## src/rtl/seg7_pkg.sv

```systemverilog
// -----------------------------------------------------------------------------
// seg7_pkg
// Shared constants for the 7-segment scan driver:
//   SEG_BLANK  - all segments off (active-low pattern)
//   GLYPH_LUT  - hex glyphs 0..F, active-low, bit6 = segment a ... bit0 = g
//   f_idx_w    - counter/index width helper
// -----------------------------------------------------------------------------
package seg7_pkg;

    localparam logic [6:0] SEG_BLANK = 7'h7F;

    localparam logic [6:0] GLYPH_LUT [16] = '{
        7'h01, 7'h4F, 7'h12, 7'h06, 7'h4C, 7'h24, 7'h20, 7'h0F,
        7'h00, 7'h04, 7'h08, 7'h60, 7'h31, 7'h42, 7'h30, 7'h38
    };

    function automatic int f_idx_w(input int n);
        return $clog2(n);
    endfunction

endpackage

```

## src/rtl/seg7_scan_driver_if.sv

```systemverilog
// -----------------------------------------------------------------------------
// seg7_scan_driver_if
// Bus-side control of the scan driver, written by the peripheral logic.
//   en_i       scan enable (0 = display dark, scan frozen)
//   we_i       one-cycle write strobe for data_i/dp_i
//   data_i     4*N_DIGITS hex value, digit 0 in the low nibble
//   dp_i       decimal point per digit, 1 = lit
//   lz_supp_i  1 = blank leading zeros
// master: peripheral logic driving the display; slave: the scan driver.
// -----------------------------------------------------------------------------
interface seg7_scan_driver_if #(
    parameter int N_DIGITS = 8
);
    logic                    en_i;
    logic                    we_i;
    logic [4*N_DIGITS-1:0]   data_i;
    logic [N_DIGITS-1:0]     dp_i;
    logic                    lz_supp_i;

    modport master (output en_i, output we_i, output data_i, output dp_i, output lz_supp_i);
    modport slave  (input  en_i, input  we_i, input  data_i, input  dp_i, input  lz_supp_i);
endinterface

```

## src/rtl/seg7_glyph_dec.sv

```systemverilog
// -----------------------------------------------------------------------------
// seg7_glyph_dec
// Combinational hex nibble to active-low 7-segment glyph.
//   nib_i  in  4   hex digit
//   seg_o  out 7   {a,b,c,d,e,f,g}, active-low; blank for an unknown input
// -----------------------------------------------------------------------------
module seg7_glyph_dec
    import seg7_pkg::*;
(
    input  logic [3:0] nib_i,
    output logic [6:0] seg_o
);

    // An X/Z nibble never compares equal to a constant, so it falls through
    // to the blank pattern instead of propagating X onto the pins.
    always_comb begin
        seg_o = SEG_BLANK;
        for (int k = 0; k < 16; k++) begin
            if (nib_i == 4'(k)) begin
                seg_o = GLYPH_LUT[k];
            end
        end
    end

endmodule

```

## src/rtl/seg7_scan_driver.sv

```systemverilog
// -----------------------------------------------------------------------------
// seg7_scan_driver
// Time-multiplexed driver for an N-digit common-anode 7-segment display.
// One digit is lit per refresh slot; the first BLANK_CYC cycles of every slot
// keep all anodes off to avoid ghosting. Writes land in a shadow register and
// are copied to the display register only when the scan wraps to digit 0, so
// a frame never mixes old and new values.
// Ports:
//   clk_i     in   1          clock
//   rst_n_i   in   1          synchronous active-low reset
//   bus       slave           en/we/data/dp/lz_supp control (seg7_scan_driver_if)
//   seg_o     out  7          segments {a..g}, active-low
//   dp_o      out  1          decimal point, active-low
//   an_o      out  N_DIGITS   anodes, active-low, at most one low
//   frame_o   out  1          one-cycle pulse when a new frame starts
// -----------------------------------------------------------------------------
module seg7_scan_driver
    import seg7_pkg::*;
#(
    parameter int N_DIGITS    = 8,
    parameter int REFRESH_DIV = 10000,
    parameter int BLANK_CYC   = 16
) (
    input  logic                  clk_i,
    input  logic                  rst_n_i,
    seg7_scan_driver_if.slave     bus,
    output logic [6:0]            seg_o,
    output logic                  dp_o,
    output logic [N_DIGITS-1:0]   an_o,
    output logic                  frame_o
);

    localparam int CNT_W = f_idx_w(REFRESH_DIV);
    localparam int IDX_W = f_idx_w(N_DIGITS);

    localparam logic [CNT_W-1:0] CNT_LAST  = CNT_W'(REFRESH_DIV - 1);
    localparam logic [CNT_W-1:0] BLANK_END = CNT_W'(BLANK_CYC);
    localparam logic [IDX_W-1:0] IDX_LAST  = IDX_W'(N_DIGITS - 1);

    // Scan state
    logic [CNT_W-1:0]        cnt_q, cnt_d;
    logic [IDX_W-1:0]        idx_q, idx_d;

    // Shadow (bus side) and display (scan side) copies of the value
    logic [4*N_DIGITS-1:0]   shadow_data_q, shadow_data_d;
    logic [N_DIGITS-1:0]     shadow_dp_q,   shadow_dp_d;
    logic [4*N_DIGITS-1:0]   disp_data_q,   disp_data_d;
    logic [N_DIGITS-1:0]     disp_dp_q,     disp_dp_d;

    // Output registers
    logic [6:0]              seg_q, seg_d;
    logic                    dp_q,  dp_d;
    logic [N_DIGITS-1:0]     an_q,  an_d;
    logic                    frame_q, frame_d;

    logic                    slot_end;
    logic                    wrap;
    logic [N_DIGITS-1:0]     supp;
    logic                    zero_run;
    logic [3:0]              cur_nib;
    logic [6:0]              glyph;

    // Slot counter and digit index; both freeze while the scan is disabled.
    always_comb begin
        slot_end = bus.en_i && (cnt_q == CNT_LAST);
        wrap     = slot_end && (idx_q == IDX_LAST);
        cnt_d    = cnt_q;
        idx_d    = idx_q;
        if (bus.en_i) begin
            if (slot_end) begin
                cnt_d = '0;
                idx_d = wrap ? '0 : idx_q + 1'b1;
            end else begin
                cnt_d = cnt_q + 1'b1;
            end
        end
    end

    // Writes are accepted regardless of en_i. The display copy takes the shadow
    // value as it was before this edge, so a write on the wrap cycle waits one
    // more frame rather than tearing the frame that is just starting.
    always_comb begin
        shadow_data_d = shadow_data_q;
        shadow_dp_d   = shadow_dp_q;
        disp_data_d   = disp_data_q;
        disp_dp_d     = disp_dp_q;
        if (bus.we_i) begin
            shadow_data_d = bus.data_i;
            shadow_dp_d   = bus.dp_i;
        end
        if (wrap) begin
            disp_data_d = shadow_data_q;
            disp_dp_d   = shadow_dp_q;
        end
    end

    // Leading-zero mask: walk from the most significant digit down while every
    // nibble seen so far is zero. Digit 0 is never suppressed.
    always_comb begin
        zero_run = 1'b1;
        supp     = '0;
        for (int k = N_DIGITS - 1; k >= 0; k--) begin
            zero_run = zero_run && (disp_data_q[4*k +: 4] == 4'h0);
            supp[k]  = bus.lz_supp_i && zero_run && (k != 0);
        end
    end

    assign cur_nib = disp_data_q[{idx_q, 2'b00} +: 4];

    seg7_glyph_dec u_glyph_dec (
        .nib_i (cur_nib),
        .seg_o (glyph)
    );

    // Output decode from the current cnt/idx; registered below, so the pins
    // follow the scan state with one cycle of latency.
    always_comb begin
        seg_d   = SEG_BLANK;
        dp_d    = 1'b1;
        an_d    = '1;
        frame_d = wrap;
        if (bus.en_i && (cnt_q >= BLANK_END)) begin
            an_d[idx_q] = 1'b0;
            seg_d       = supp[idx_q] ? SEG_BLANK : glyph;
            dp_d        = ~disp_dp_q[idx_q];
        end
    end

    always_ff @(posedge clk_i) begin
        if (!rst_n_i) begin
            cnt_q         <= '0;
            idx_q         <= '0;
            shadow_data_q <= '0;
            shadow_dp_q   <= '0;
            disp_data_q   <= '0;
            disp_dp_q     <= '0;
            seg_q         <= SEG_BLANK;
            dp_q          <= 1'b1;
            an_q          <= '1;
            frame_q       <= 1'b0;
        end else begin
            cnt_q         <= cnt_d;
            idx_q         <= idx_d;
            shadow_data_q <= shadow_data_d;
            shadow_dp_q   <= shadow_dp_d;
            disp_data_q   <= disp_data_d;
            disp_dp_q     <= disp_dp_d;
            seg_q         <= seg_d;
            dp_q          <= dp_d;
            an_q          <= an_d;
            frame_q       <= frame_d;
        end
    end

    assign seg_o   = seg_q;
    assign dp_o    = dp_q;
    assign an_o    = an_q;
    assign frame_o = frame_q;

endmodule

```

## src/flat_wrapper.sv

```systemverilog
// flat-port wrapper written by rule: the top's interface ports become plain ports
module seg7_scan_driver_flat import seg7_pkg::*;
#(
    parameter int N_DIGITS    = 8,
    parameter int REFRESH_DIV = 10000,
    parameter int BLANK_CYC   = 16
)
  (clk_i, rst_n_i, seg_o, dp_o, an_o, frame_o, bus_en_i, bus_we_i, bus_data_i, bus_dp_i, bus_lz_supp_i);
  seg7_scan_driver_if #(.N_DIGITS(N_DIGITS)) bus_i ();
  input  logic clk_i;
  input  logic rst_n_i;
  output logic [6:0] seg_o;
  output logic dp_o;
  output logic [N_DIGITS-1:0] an_o;
  output logic frame_o;
  input wire logic [$bits(bus_i.en_i)-1:0] bus_en_i;
  input wire logic [$bits(bus_i.we_i)-1:0] bus_we_i;
  input wire logic [$bits(bus_i.data_i)-1:0] bus_data_i;
  input wire logic [$bits(bus_i.dp_i)-1:0] bus_dp_i;
  input wire logic [$bits(bus_i.lz_supp_i)-1:0] bus_lz_supp_i;
  assign bus_i.en_i = bus_en_i;
  assign bus_i.we_i = bus_we_i;
  assign bus_i.data_i = bus_data_i;
  assign bus_i.dp_i = bus_dp_i;
  assign bus_i.lz_supp_i = bus_lz_supp_i;
  seg7_scan_driver #(.N_DIGITS(N_DIGITS), .REFRESH_DIV(REFRESH_DIV), .BLANK_CYC(BLANK_CYC)) u_core (.clk_i(clk_i), .rst_n_i(rst_n_i), .bus(bus_i), .seg_o(seg_o), .dp_o(dp_o), .an_o(an_o), .frame_o(frame_o));
endmodule
```

## config.mk

```make
export PLATFORM = sky130hd
export DESIGN_NAME = seg7_scan_driver_flat
export DESIGN_NICKNAME = d
export VERILOG_FILES = /design/src/rtl/seg7_pkg.sv /design/src/rtl/seg7_scan_driver_if.sv /design/src/rtl/seg7_glyph_dec.sv /design/src/rtl/seg7_scan_driver.sv /design/src/flat_wrapper.sv
export SDC_FILE = /design/constraint.sdc
export NUM_CORES = 1
export LEC_CHECK = 0
export ABC_AREA = 1
export CORE_ASPECT_RATIO = 0.8
export CORE_UTILIZATION = 56
export CTS_CLUSTER_DIAMETER = 50
export DETAILED_ROUTE_END_ITERATION = 10
export HOLD_SLACK_MARGIN = 0.15
export PLACE_DENSITY = 0.8
export SYNTH_ARGS = -nofsm -noshare
export SYNTH_HDL_FRONTEND = slang
export SYNTH_HIERARCHICAL = 1
export SYNTH_SLANG_ARGS = --single-unit
```

## constraint.sdc

```tcl
create_clock -name clk_i -period 2.07 [get_ports clk_i]
set_input_delay 0.207 -clock clk_i [delete_from_list [all_inputs] [get_ports clk_i]]
set_output_delay 0.207 -clock clk_i [all_outputs]
set_load 0.03 [all_outputs]
```

==> results.yml, run 1 <==
sta:
  hold_viol: 0
  slew_viol_final: 0
  fmax_mhz: 511
  maxSlewHeadroom_pct: 57.5
  finalClockSkew_ns: 0.00740
  min_period_ns: 1.96
  worst_slew_pin_slew_ns: 0.638
  fin_crit_sh_pct: 94.6
  finalSetupViolCount: 0
global_routing:
  grt_overflow: 0
  grt_max_degree: 88
  grt_pass1_vias: 4475
  gr-usage-all-layers_pct: 26.3
  antenna_found_initial: 0
  grt_pass1_wl_mm: 20.6
synthesis:
  synth_area_leaders: "dfxtp_1, inv_1, nand2_1, nor2_1, nand4_1"
  syn-num-nets: 837
  synth-adder-area-share_pct: 0.949
  ys_warn_count: 6
  synth_xor_area_share_pct: 0.830
  yosys_register_bits: 114
  synth_compound_area_share_pct: 11.7
  synth.most_common_cell: "inv_1"
  synth_cells: 788
  yosysSeqAreaShare_pct: 43.3
  synth_common_cells: "inv_1, nand2_1, dfxtp_1"
  ys_types: 28
  postSynth.asyncResetShare_pct: 0
  synth_mux_area_share_pct: 0
  synthFlopType: "dfxtp_1"
  synth_top_family_by_area: "simple AND/OR/NAND/NOR gates"
  yosys.area_share.simple_pct: 28.2
  synth_top_area_cell: "dfxtp_1"
  synth_edf_count: 0
  avgSynthCellArea_sq_um: 6.69
  mappedNetlistArea_sq_um: 5270
  yosysTopAreaCellShare_pct: 43.3
route:
  totalWireLength_mm: 12.3
  drt_iter0_drc: 373
  drtPass1Iterations: 5
  top_layer: "met4"
  via_count: 5030
  remaining_drc_errors: 0
  dr_wl_met3_microns: 679
  wl_met1_mm: 5.72
  routed_via_density: 5.16
  antenna_left: 0
  wl_per_cell_microns: 12.7
  met2_length_mm: 5.83
power:
  power.internal_uw: 4290
  p_sw_uw: 1120
  leakage_uw: 0.00301
  swShare_pct: 20.7
  p_clk_share_pct: 53.4
  p_seq_share_pct: 41.9
  comb_power_share_pct: 4.6
  peakVddDrop_uv: 854
  finalPower_uw: 5410
  p_per_area_nw_per_um2: 813
floorplanning:
  fp-row-count: 31
  dieArea_sq_um: 9810
  io_pins: 62
  start_util_pct: 57.9
  fp.dieH_microns: 88.8
  die_x_microns: 111
  core-area_sq_um: 9110
setup_path:
  required_ns: 2.34
  worst_path_most_repeated_cell: "inv_1"
  crit_type: "flip-flop to flip-flop"
  crit_path_cell_trace: "inv_1 -> nand3_1 -> inv_1 -> a21oi_1 -> nand4_1 -> buf_4 -> inv_2 -> nand2_2 -> a21oi_1 -> nor2_1 -> inv_1 -> nand3_1"
  r2r_cells: 12
  cp.arrival_ns: 2.23
  startpoint_type: "flip-flop"
  critPathCaptureType: "flip-flop"
  crit_fanout: 8
  critPathSlowestCell: "dfxtp_4"
  cpPeakStageDelay_ns: 0.40
placed_design:
  port_buffers: 61
  gp_congestion: 0.908
  place_area_sq_um: 5990
  hpwl_mm: 8.42
cts:
  h-tree-depth: 4
  max-clock-path-buffers: 2
  ctsHoldBuffers: 0
  cts_tree: "built"
  cts_buffers: 17
  clk_latency_ns: 0.41
  cts_root_buffer: "clkbuf_16"
  cts.sinks: 114
  path_clk_slew_ns: 0.05
final_layout:
  drive_gt1_share_pct: 8.61
  diodes: 0
  area_growth_syn_to_layout_pct: 26.1
  fillers: 714
  nets: 896
  final_cell_area_sq_um: 6650
hold_path:
  holdPathStages: 5
  hp-class: "primary input to flip-flop"
job:
  maxCapViolations: 0
outcome:
  status: "finished, final reports clean"
[what timing repair did]
action | in CTS | in global routing
pin swaps | 2 | 1
gates cloned | 0 | 0
endpoints found under the setup margin | 3 | 7
buffers inserted | 2 | 1
resized for setup | 1 | 12
[power groups by stage]
stage	logic [uW]	clock network, uW	registers, uW
3_5_place_dp	251	0	2320
3_3_place_gp	241	0	2310
6_report	251	2890	2270
5_1_grt	289	3060	2270
4_1_cts	253	2930	2270
2_1_floorplan	138	0	2310
[stage by stage]
step	instances	utilization, %	hold WS [ns]	setup WS, ns	TNS, ns
after floorplan	788	-	0.400	0.289	0
after global placement	940	65.7	0.444	0.0411	0
after detailed placement	940	65.7	0.447	-0.0304	-0.0512
after CTS	973	72.4	0.309	0.0296	0
after global routing	974	73.0	0.331	-0.0490	-0.101
final	974	73.0	0.306	0.112	0
[sequential cells by signal (all words and copies together) (netlist names)]
register              cells
u_core/an_o               8
u_core/cnt_q             14
u_core/disp_data_q       32
u_core/disp_dp_q          8
u_core/dp_o               1
u_core/frame_o            1
u_core/idx_q              3
u_core/seg_o              7
u_core/shadow_data_q     32
u_core/shadow_dp_q        8
[critical path: cells and delay by family, from the launching register on]
kind | cells | cell delay (ns)
buffers and inverters | 5 | 0.54
AOI/OAI and AO/OA | 2 | 0.36
DFF | 1 | 0.40
and+or+nand+nor | 5 | 0.51
[layer usage]
metal | GRT usage (%) | vias to the layer above
li1 | - | 2569
met1 | 34.3 | 2304
met2 | 43.3 | 144
met3 | 7.19 | 13
met4 | 7.15 | 0
met5 | 0 | -
[final timing paths]
path	from	slack, ns	to
setup / recovery	u_core/idx_q[0]$_SDFFE_PN0P_	0.11	u_core/seg_o[6]$_SDFF_PP1_
hold / removal	rst_n_i	0.31	u_core/an_o[3]$_SDFF_PN1_
setup reg to reg	u_core/idx_q[0]$_SDFFE_PN0P_	0.11	u_core/seg_o[6]$_SDFF_PP1_
hold reg to reg	u_core/shadow_data_q[1]$_SDFFE_PN0P_	0.45	u_core/shadow_data_q[1]$_SDFFE_PN0P_
[kinds of logic (layout without fill, tap and decap cells)]
group	after synthesis	count (layout)
AO/OA/AOI/OAI	117	117
XOR/XNOR	5	5
adder cells (fa/ha/maj)	4	4
buffers and inverters	205	276
flip-flops	114	114
AND/OR/NAND/NOR	343	343
[layout by cell type, fill, tap and decap left out, drive strengths merged]
cell / netlist / final
inv: 166 / 166
nand2: 161 / 161
dfxtp: 114 / 114
nor2: 100 / 100
clkdlybuf4s50: 0 / 60
a21oi: 56 / 56
nand4: 48 / 48
o21ai: 47 / 47
nand3: 27 / 27
clkbuf: 19 / 22
buf: 19 / 18
o22ai: 10 / 10
clkinv: 1 / 6
nor3: 5 / 5
xor2: 5 / 5
a22oi: 4 / 4
ha: 4 / 4
bufinv: 0 / 2
clkinvlp: 0 / 2
nand3b: 1 / 1
or2: 1 / 1
[cell type report]
cell class	count	area [sq um]	area share, %
Inverter	167	627	9.42
Multi-Input combinational cell	469	2230	33.6
Sequential cell	114	2290	34.4
Clock inverter	9	104	1.56
Timing Repair Buffer	78	758	11.4
Tap cell	115	144	2.16
Clock buffer	22	494	7.43
Note: power is estimated with default switching activity, not from simulation.
==> run 2: changes to the inputs <==
clock period = 2.1 ns   (was 2.07 ns; I/O delays follow)
==> run 2 against run 1 <==
Effect of this change:
- hold slack improved by 0.031 ns
- clock power decreased by 5%
- final cell count decreased by 0.10%
- core utilization decreased by 0.85 points
- die area unchanged
- maximum frequency about the same
- via count decreased by 0.72%
- clock skew about the same
- critical path type unchanged
- critical endpoint is now u_core/seg_o[3]$_SDFF_PP1_
- highest routed layer unchanged
==> results.yml, run 2 (synthesis results as in run 1) <==
cts:
  h-tree-depth: 4
  max-clock-path-buffers: 2
  clk_latency_ns: 0.41
  cts_root_buffer: "clkbuf_16"
  cts.sinks: 114
  ctsHoldBuffers: 0
  path_clk_slew_ns: 0.05
  cts_buffers: 17
  cts_tree: "built"
floorplanning:
  core-area_sq_um: 9110
  fp.dieH_microns: 88.8
  fp-row-count: 31
  io_pins: 62
  dieArea_sq_um: 9810
  start_util_pct: 57.9
  die_x_microns: 111
route:
  antenna_left: 0
  remaining_drc_errors: 0
  drt_iter0_drc: 327
  drtPass1Iterations: 8
  via_count: 4994
  totalWireLength_mm: 12.5
  wl_per_cell_microns: 12.9
  routed_via_density: 5.13
final_layout:
  multiInputGateArea_sq_um: 2220
  reg.largest.list: "u_core/disp_data_q (32), u_core/shadow_data_q (32), u_core/cnt_q (14)"
  diodes: 0
  ff_latch_area_sq_um: 2290
  area_growth_syn_to_layout_pct: 24.6
  drive_gt1_share_pct: 7.81
  fillers: 754
  final_cell_area_sq_um: 6570
  final_common_cell: "inv_1"
  layout_common_cells: "inv_1, nand2_1, dfxtp_1"
  nets: 895
  fin_cells: 973
global_routing:
  grt_max_degree: 88
  grt_overflow: 0
  antenna_found_initial: 0
  gr-usage-all-layers_pct: 26.8
  grt_pass1_wl_mm: 20.7
  grt_pass1_vias: 4422
setup_path:
  ff2ff_setup_slack_ns: 0.14
  crit_fanout: 8
  startpoint_type: "flip-flop"
  timing.rr.start: "u_core/idx_q[2]$_SDFFE_PN0P_"
  crit_type: "flip-flop to flip-flop"
  r2r_cells: 13
  required_ns: 2.38
  cp.arrival_ns: 2.24
  worstReg2RegEnd: "u_core/seg_o[3]$_SDFF_PP1_"
  critPathCaptureType: "flip-flop"
power:
  peakVddDrop_uv: 732
  finalPower_uw: 5220
  leakage_uw: 0.00297
  power.internal_uw: 4100
  p_sw_uw: 1120
  p_seq_share_pct: 42.9
  swShare_pct: 21.5
  p_clk_share_pct: 52.4
  p_per_area_nw_per_um2: 794
  comb_power_share_pct: 4.7
job:
  maxCapViolations: 0
hold_path:
  hp-class: "primary input to flip-flop"
  holdPathStages: 5
  hold_path.startpoint: "rst_n_i"
  holdPathEnd: "u_core/an_o[3]$_SDFF_PN1_"
sta:
  finalSetupViolCount: 0
  maxSlewHeadroom_pct: 58.4
  finalClockSkew_ns: 0.00770
  fmax_mhz: 511
  slew_viol_final: 0
  worst_slew_pin_slew_ns: 0.624
  min_period_ns: 1.96
  holdWs_ns: 0.337
  hold_viol: 0
  fin_crit_sh_pct: 93.2
  rsz0062_at_grt: "no"
placed_design:
  gp_congestion: 1.05
  place_area_sq_um: 5960
  hpwl_mm: 8.30
  port_buffers: 61
  dp.cells: 938
outcome:
  status: "finished, final reports clean"
[run 2: how the worst max path moves through the flow]
stage                            startpoint  depth (start not counted)                         end  slack (ns)
6_report       u_core/idx_q[2]$_SDFFE_PN0P_                         13  u_core/seg_o[3]$_SDFF_PP1_        0.14
2_1_floorplan  u_core/idx_q[1]$_SDFFE_PN0P_                         12  u_core/seg_o[6]$_SDFF_PP1_        0.32
3_5_place_dp   u_core/idx_q[1]$_SDFFE_PN0P_                         11  u_core/seg_o[3]$_SDFF_PP1_      -0.003
4_1_cts        u_core/idx_q[2]$_SDFFE_PN0P_                         11  u_core/seg_o[3]$_SDFF_PP1_        0.05
5_1_grt        u_core/idx_q[1]$_SDFFE_PN0P_                         12  u_core/seg_o[6]$_SDFF_PP1_        0.01
3_3_place_gp   u_core/idx_q[1]$_SDFFE_PN0P_                         11  u_core/seg_o[6]$_SDFF_PP1_        0.02
[run 2: per-stage QoR]
stage	TNS, ns	utilization [%]	setup slack, ns
after CTS	0	71.6	0.0463
after global routing	0	72.1	0.0105
after global placement	0	65.4	0.0153
final	0	72.1	0.142
after floorplan	0	-	0.319
after detailed placement	-0.00253	65.4	-0.00253
[run 2: critical path: stages, from the launching register on]
cell and delay, ns:
dfxtp_2 0.36, nor2_2 0.20, nand2_1 0.19, o22ai_1 0.19, nor2_1 0.09, nand4_1 0.11
buf_4 0.18, inv_2 0.06, nand2_2 0.10, nand2_1 0.06, nor2_1 0.11, nor2_1 0.06
inv_1 0.05, nand3_1 0.06
[run 2: routing by layer]
layer  part of all wire, %  vias to the layer above  GRT usage (%)
met5                     0                        -              0
met1                    47                     2233           34.0
met3                   5.3                       25           7.33
met2                    46                      165           44.6
li1                      -                     2571              -
met4                   1.6                        0           9.70
[run 2: power by group through the flow]
stage	combinational [uW]	clock [uW]	sequential (uW)
after floorplan	136	0	2280
after global placement	239	0	2280
after detailed placement	246	0	2280
after CTS	247	2770	2240
after global routing	282	2870	2240
final	246	2740	2240
[run 2: repair_timing]
item,in CTS,in global routing
gates cloned,0,0
endpoints found under the setup margin,3,7
pin swaps,1,2
buffers inserted,1,3
gates resized for setup,1,8
[run 2: final cells by class]
| class | instances | area share [%] |
|---|---|---|
| Clock buffer | 21 | 6.85 |
| Clock inverter | 10 | 1.69 |
| Inverter | 167 | 9.54 |
| Multi-Input combinational cell | 469 | 33.7 |
| Sequential cell | 114 | 34.8 |
| Tap cell | 115 | 2.19 |
| Timing Repair Buffer | 77 | 11.2 |
